**src/rtl/mul_booth_seq.sv**
```systemverilog
// ============================================================================
//  Module   : mul_booth_seq
//  Purpose  : Multi-cycle sequencer for a 32x32 radix-4 Booth partial-product
//             generator; sums the partial products and applies the
//             unsigned-operand correction for MUL/MULH/MULHSU/MULHU.
//  Revision : 1.0 - initial release
// ============================================================================
`default_nettype none

module mul_booth_seq #(
  parameter int PP_PER_CYCLE = 4
) (
  input  logic           clk,
  input  logic           rst,
  input  logic           in_valid,
  output logic           in_ready,
  input  logic [1:0]     in_op,
  input  logic [31:0]    in_a,
  input  logic [31:0]    in_b,
  input  logic           flush,
  output logic [31:0]    pp_a,
  output logic [31:0]    pp_b,
  input  logic [1023:0]  pp_flat,
  output logic           out_valid,
  input  logic           out_ready,
  output logic [31:0]    out_result,
  output logic           busy
);

  localparam int         c_NGRP     = 16 / PP_PER_CYCLE;
  localparam logic [3:0] c_GRP_LAST = 4'(c_NGRP - 1);
  localparam logic [1:0] c_OP_MUL    = 2'd0;
  localparam logic [1:0] c_OP_MULHSU = 2'd2;
  localparam logic [1:0] c_OP_MULHU  = 2'd3;

  typedef enum logic [1:0] {
    S_IDLE  = 2'd0,
    S_ACCUM = 2'd1,
    S_CORR  = 2'd2,
    S_DONE  = 2'd3
  } state_t;

  state_t      r_state;
  state_t      w_next;
  logic [1:0]  r_op;
  logic [31:0] r_pp_a;
  logic [31:0] r_pp_b;
  logic [63:0] r_acc;
  logic [3:0]  r_grp;
  logic [63:0] w_grp_sum;
  logic [63:0] w_corr;
  logic        w_accept;

  // Partial products of the current group, selected by grp.
  always_comb begin
    logic [3:0] idx;
    w_grp_sum = '0;
    idx       = '0;
    for (int j = 0; j < PP_PER_CYCLE; j++) begin
      idx       = 4'(int'(r_grp) * PP_PER_CYCLE + j);
      w_grp_sum = w_grp_sum + pp_flat[{idx, 6'd0} +: 64];
    end
  end

  // The generator treats both operands as signed; add back 2^32 * other
  // operand for each operand whose top bit should read as unsigned.
  always_comb begin
    w_corr = '0;
    case (r_op)
      c_OP_MULHSU: w_corr = r_pp_b[31] ? {r_pp_a, 32'b0} : 64'd0;
      c_OP_MULHU:  w_corr = (r_pp_a[31] ? {r_pp_b, 32'b0} : 64'd0)
                          + (r_pp_b[31] ? {r_pp_a, 32'b0} : 64'd0);
      default:     w_corr = '0;
    endcase
  end

  always_comb begin
    w_next = r_state;
    case (r_state)
      S_IDLE:  if (in_valid) w_next = S_ACCUM;
      S_ACCUM: if (r_grp == c_GRP_LAST) w_next = S_CORR;
      S_CORR:  w_next = S_DONE;
      S_DONE:  if (out_ready) w_next = S_IDLE;
      default: w_next = S_IDLE;
    endcase
    if (flush) w_next = S_IDLE;
  end

  assign w_accept = (r_state == S_IDLE) && in_valid && !flush;

  always_ff @(posedge clk) begin
    if (rst) begin
      r_state <= S_IDLE;
      r_op    <= '0;
      r_pp_a  <= '0;
      r_pp_b  <= '0;
      r_acc   <= '0;
      r_grp   <= '0;
    end else begin
      r_state <= w_next;
      if (w_accept) begin
        r_op   <= in_op;
        r_pp_a <= in_a;
        r_pp_b <= in_b;
        r_acc  <= '0;
        r_grp  <= '0;
      end else if (r_state == S_ACCUM) begin
        r_acc <= r_acc + w_grp_sum;
        r_grp <= r_grp + 4'd1;
      end else if (r_state == S_CORR) begin
        r_acc <= r_acc + w_corr;
      end
    end
  end

  assign in_ready   = (r_state == S_IDLE);
  assign out_valid  = (r_state == S_DONE);
  assign busy       = (r_state != S_IDLE);
  assign pp_a       = r_pp_a;
  assign pp_b       = r_pp_b;
  assign out_result = (r_op == c_OP_MUL) ? r_acc[31:0] : r_acc[63:32];

endmodule

`default_nettype wire
```
**config.mk**
```make
export PLATFORM = sky130hd
export DESIGN_NAME = mul_booth_seq
export DESIGN_NICKNAME = d
export VERILOG_FILES = /design/src/rtl/mul_booth_seq.sv
export SDC_FILE = /design/constraint.sdc
export NUM_CORES = 1
export LEC_CHECK = 0
export ABC_AREA = 1
export BUFFER_PORTS_ARGS = -buffer_cell sky130_fd_sc_hd__buf_2
export CAP_MARGIN = 20
export CORE_AREA = 2 2 461 463
export CTS_CLUSTER_DIAMETER = 200
export CTS_CLUSTER_SIZE = 28
export DETAILED_ROUTE_END_ITERATION = 10
export DIE_AREA = 0 0 463 465
export PLACE_DENSITY_LB_ADDON = 0.2
export REMOVE_ABC_BUFFERS = 1
export SLEW_MARGIN = 40
export SYNTH_ARGS = -nofsm -noshare
export SYNTH_HDL_FRONTEND = slang
export SYNTH_SLANG_ARGS = --single-unit
export TNS_END_PERCENT = 1
```
**constraint.sdc**
```tcl
create_clock -name clk -period 8.26 [get_ports clk]
set_input_delay 1.652 -clock clk [delete_from_list [all_inputs] [get_ports clk]]
set_output_delay 1.652 -clock clk [all_outputs]
set_load 0.03 [all_outputs]
```
==> flow_metrics.tcl <==
set metrics [dict create \
    powerDensity_mw_per_mm2 273 \
    synth_common_cells "nand2_1 (1158), inv_1 (771), nor2_1 (520), o21ai_0 (402), a21oi_1 (397)" \
    seq_power_share_pct 8.1 \
    grt_pass1_vias 36000 \
    synthXorXnorAreaFrac_pct 1.25 \
    ys_ff_latch 136 \
    cp_cell_sequence "inv_8 > buf_4 > nand2_1 > a32o_1 > fa_1 > inv_1 > fa_1 > inv_1 > fa_1 > inv_1 > ha_1 > nand2_1 > nor2_1 > nand2_1 > inv_1 > nand4_1 > nand3_1 > nand2_1 > nand2_2 > nand2_1 > nand2_1 > nand2_1 > nand3_1 > a21oi_1" \
    synth_edf_count 0 \
    wl_per_cell_um 25.7 \
    met3_length_um 11200 \
    syn_avg_cell_area_um2 5.90 \
    min_path_cells 2 \
    die_h_um 465 \
    synthAdderAreaFrac_pct 19.9 \
    port_buffers 1193 \
    crit_type "reg -> reg" \
    hold_path.class "reg -> reg" \
    finalCritPeriodShare_pct 76.3 \
    yosysTopAreaCell "nand2_1" \
    hp-start "r_acc[25]$_SDFFE_PP0P_" \
    cp_common_cell "nand2_1" \
    hold_violations 0 \
    drt_iter0_markers 2675 \
    dieArea_mm2 0.215 \
    timing.rr.end "r_acc[45]$_SDFFE_PP0P_" \
    htree_levels 4 \
    synth_compound_area_share_pct 25.9 \
    fillers 25100 \
    ys_seq_area_share_pct 9.95 \
    min_to "r_acc[25]$_SDFFE_PP0P_" \
    synth-simple-area-share_pct 28.8 \
    cp_slowest_stage_delay_ns 0.53 \
    p_switching_w 0.00637 \
    leakagePower_nw 19.3 \
    synth_top_area_share_pct 15.9 \
    max_freq_mhz 159 \
    antenna_found_initial 140 \
    avgViaCountPerCell 4.23 \
    fin_skew_ns 0.0219 \
    slowest_stage "inv_8" \
    grt_util_all_layers_pct 19.5 \
    cts-resized-gates 0 \
    yosys_warnings 0 \
    yosysMostFrequentCell "nand2_1" \
    tightest_slew_ns 0.918 \
    globalplace.congestion 0.974 \
    wl_met2_um 107000 \
    routed_wirelength_um 219000 \
    core_area_mm2 0.211 \
    cts_tree "yes" \
    syn_inst 4639 \
    hpwl_um 192000 \
    grt_pass1_wl_um 295000 \
    r2r_slack_ns 1.96 \
    crit_fanout 83 \
    multi_input_area_mm2 0.0208 \
    netlist_area_mm2 0.0274 \
    nets 7086 \
    drc 0 \
    post-route-min-period_ns 6.30 \
    setup_viol 0 \
    startpoint_type "flop" \
    rows 169 \
    cts_setup_buffers 0 \
    comb_power_share_pct 83.9 \
    muxShareOfSynthArea_pct 0 \
    slew_viol_final 0 \
    seqCellArea_mm2 0.00273 \
    synth_cell_type_count 52 \
    cp.required_ns 8.67 \
    grt_max_degree 132 \
    finalPower_w 0.0101 \
    peakVddDrop_mv 0.187 \
    end_kind "flop" \
    switching_share_pct 62.8 \
    synth_top_family_by_area "simple AND/OR/NAND/NOR gates" \
    cts_num_sinks 136 \
    cts_made_buffers 17 \
    wl_met1_um 95900 \
    final_util_pct 17.6 \
    cp.arrival_ns 6.71 \
    rsz0062_at_grt "no" \
    ys.flop_type "dfxtp_1" \
    vias 36000 \
    rr_worst_depth 24 \
    cts_buffer_depth 2 \
    drv_cap 0 \
    firstDrtPassIters 6 \
    cp_top_family "simple AND/OR/NAND/NOR gates" \
    die_x_um 463 \
    path_clk_slew_ns 0.08 \
    start_util_pct 13.0 \
    critPathBufInv 6 \
    yosys-top-cells-area "nand2_1 (16%), fa_1 (14%), inv_1 (11%)" \
    slew_headroom_pct 38.8 \
    grt.overflow.total 0 \
    clockPowerShare_pct 8.1 \
    synthArstFlopShare_pct 0 \
    highest_layer "met5" \
    internal-power_w 0.00377 \
    cts_root_buffer "clkbuf_16" \
    clkLatencyLatePin_ns 0.53 \
    io_pins 1194 \
    antenna_left 0 \
    run_status "finished clean" \
    area_delta_synth_final_pct 35.6 \
    hold_buffers 0 \
    layout-drive-gt1-share_pct 24.1 \
    regToRegStartpoint "r_grp[0]$_SDFFE_PP0P_" \
]
[placed cells by master, fill, tap and decap left out, types with 5 or more instances in the layout]
| cell | Yosys | final |
|---|---|---|
| nand3_1 | 133 | 133 |
| buf_4 | 2 | 49 |
| nand3b_1 | 15 | 15 |
| dfxtp_1 | 136 | 134 |
| xnor2_1 | 31 | 31 |
| or2_1 | 5 | 5 |
| o21a_1 | 6 | 6 |
| a21oi_2 | 5 | 5 |
| o211ai_1 | 21 | 21 |
| diode_2 | 0 | 20 |
| nand2_2 | 21 | 22 |
| o21ai_0 | 402 | 401 |
| nor3_2 | 4 | 5 |
| nor3_1 | 20 | 19 |
| nor4_1 | 8 | 8 |
| nor2_1 | 520 | 518 |
| xor2_1 | 8 | 8 |
| inv_1 | 771 | 768 |
| or2_2 | 10 | 10 |
| nor2_4 | 4 | 6 |
| a21o_1 | 8 | 8 |
| inv_2 | 13 | 13 |
| a21oi_1 | 397 | 397 |
| clkbuf_16 | 0 | 17 |
| o21bai_1 | 30 | 30 |
| nor2_2 | 9 | 9 |
| ha_1 | 131 | 130 |
| a32o_1 | 169 | 169 |
| o21ai_1 | 10 | 11 |
| buf_12 | 0 | 6 |
| nand4_1 | 27 | 27 |
| buf_2 | 22 | 1193 |
| inv_8 | 0 | 5 |
| fa_1 | 190 | 190 |
| a21boi_0 | 11 | 11 |
| nand2_1 | 1158 | 1157 |
| o22ai_1 | 95 | 94 |
[worst reg2reg max path: stages, from the launching register on]
cell	delay [ns]
dfxtp_4	0.51
inv_8	0.58
buf_4	0.57
nand2_1	0.26
a32o_1	0.30
fa_1	0.50
inv_1	0.05
fa_1	0.49
inv_1	0.08
fa_1	0.53
inv_1	0.06
ha_1	0.35
nand2_1	0.12
nor2_1	0.37
nand2_1	0.10
inv_1	0.09
nand4_1	0.08
nand3_1	0.33
nand2_1	0.12
nand2_2	0.14
nand2_1	0.09
nand2_1	0.12
nand2_1	0.12
nand3_1	0.15
a21oi_1	0.08
[layout make-up]
class	count	share of cell area (%)
inverter	786	8.00
clock buffer	17	1.15
timing repair buffer	1249	17.4
multi-input combinational	3480	56.1
clock inverter	15	0.364
sequential	136	7.35
antenna	20	0.135
tap	2821	9.51
[cells by family after synthesis]
family	after synthesis
and+or+nand+nor	1948
AOI/OAI and AO/OA	1172
buffers and inverters	1023
adders and majority gates	321
DFF	136
xor gates and xnor gates	39
[registers in the layout, summed over array words and instances (netlist names)]
name,flops
r_grp,4
r_acc,64
r_state,2
r_op,2
pp_b,32
pp_a,32
[power by group through the flow]
stage	Combinational [W]	Sequential (W)	Clock [W]
floorplan	0.00504	0.000855	0
global placement	0.00864	0.000838	0
detailed placement	0.00859	0.000837	0
CTS	0.00865	0.000822	0.000856
global route	0.00943	0.000828	0.000869
finish	0.00850	0.000818	0.000817
[how the worst max path moves through the flow]
stage | depth (start not counted) | slack (ns) | endpoint | from
2_1_floorplan | 25 | -15.44 | r_acc[33]$_SDFFE_PP0P_ | r_grp[0]$_SDFFE_PP0P_
3_3_place_gp | 19 | 1.70 | r_acc[32]$_SDFFE_PP0P_ | pp_flat[794]
5_1_grt | 22 | 1.65 | r_acc[45]$_SDFFE_PP0P_ | r_grp[0]$_SDFFE_PP0P_
3_5_place_dp | 24 | 1.71 | r_acc[33]$_SDFFE_PP0P_ | pp_flat[833]
6_report | 24 | 1.96 | r_acc[45]$_SDFFE_PP0P_ | r_grp[0]$_SDFFE_PP0P_
4_1_cts | 22 | 1.83 | r_acc[45]$_SDFFE_PP0P_ | r_grp[0]$_SDFFE_PP0P_
[layer usage]
metal  global-route usage, %  up-vias
met4                    3.72       34
met5                       0        -
li1                        -    17100
met2                    34.4     1385
met1                    25.0    17200
met3                    3.10      252
[stage by stage]
step	std cells	setup slack [ns]	hold slack, ns	setup TNS (ns)	area (µm²)
2_1_floorplan	4402	-15.44	0.447	-979.34	26400
3_3_place_gp	8472	1.70	0.467	0	36500
3_5_place_dp	8472	1.71	0.466	0	36500
4_1_cts	8504	1.83	0.487	0	37100
5_1_grt	8517	1.65	0.515	0	37100
6_report	8524	1.96	0.484	0	37100
(Power assumes the default switching activity.)
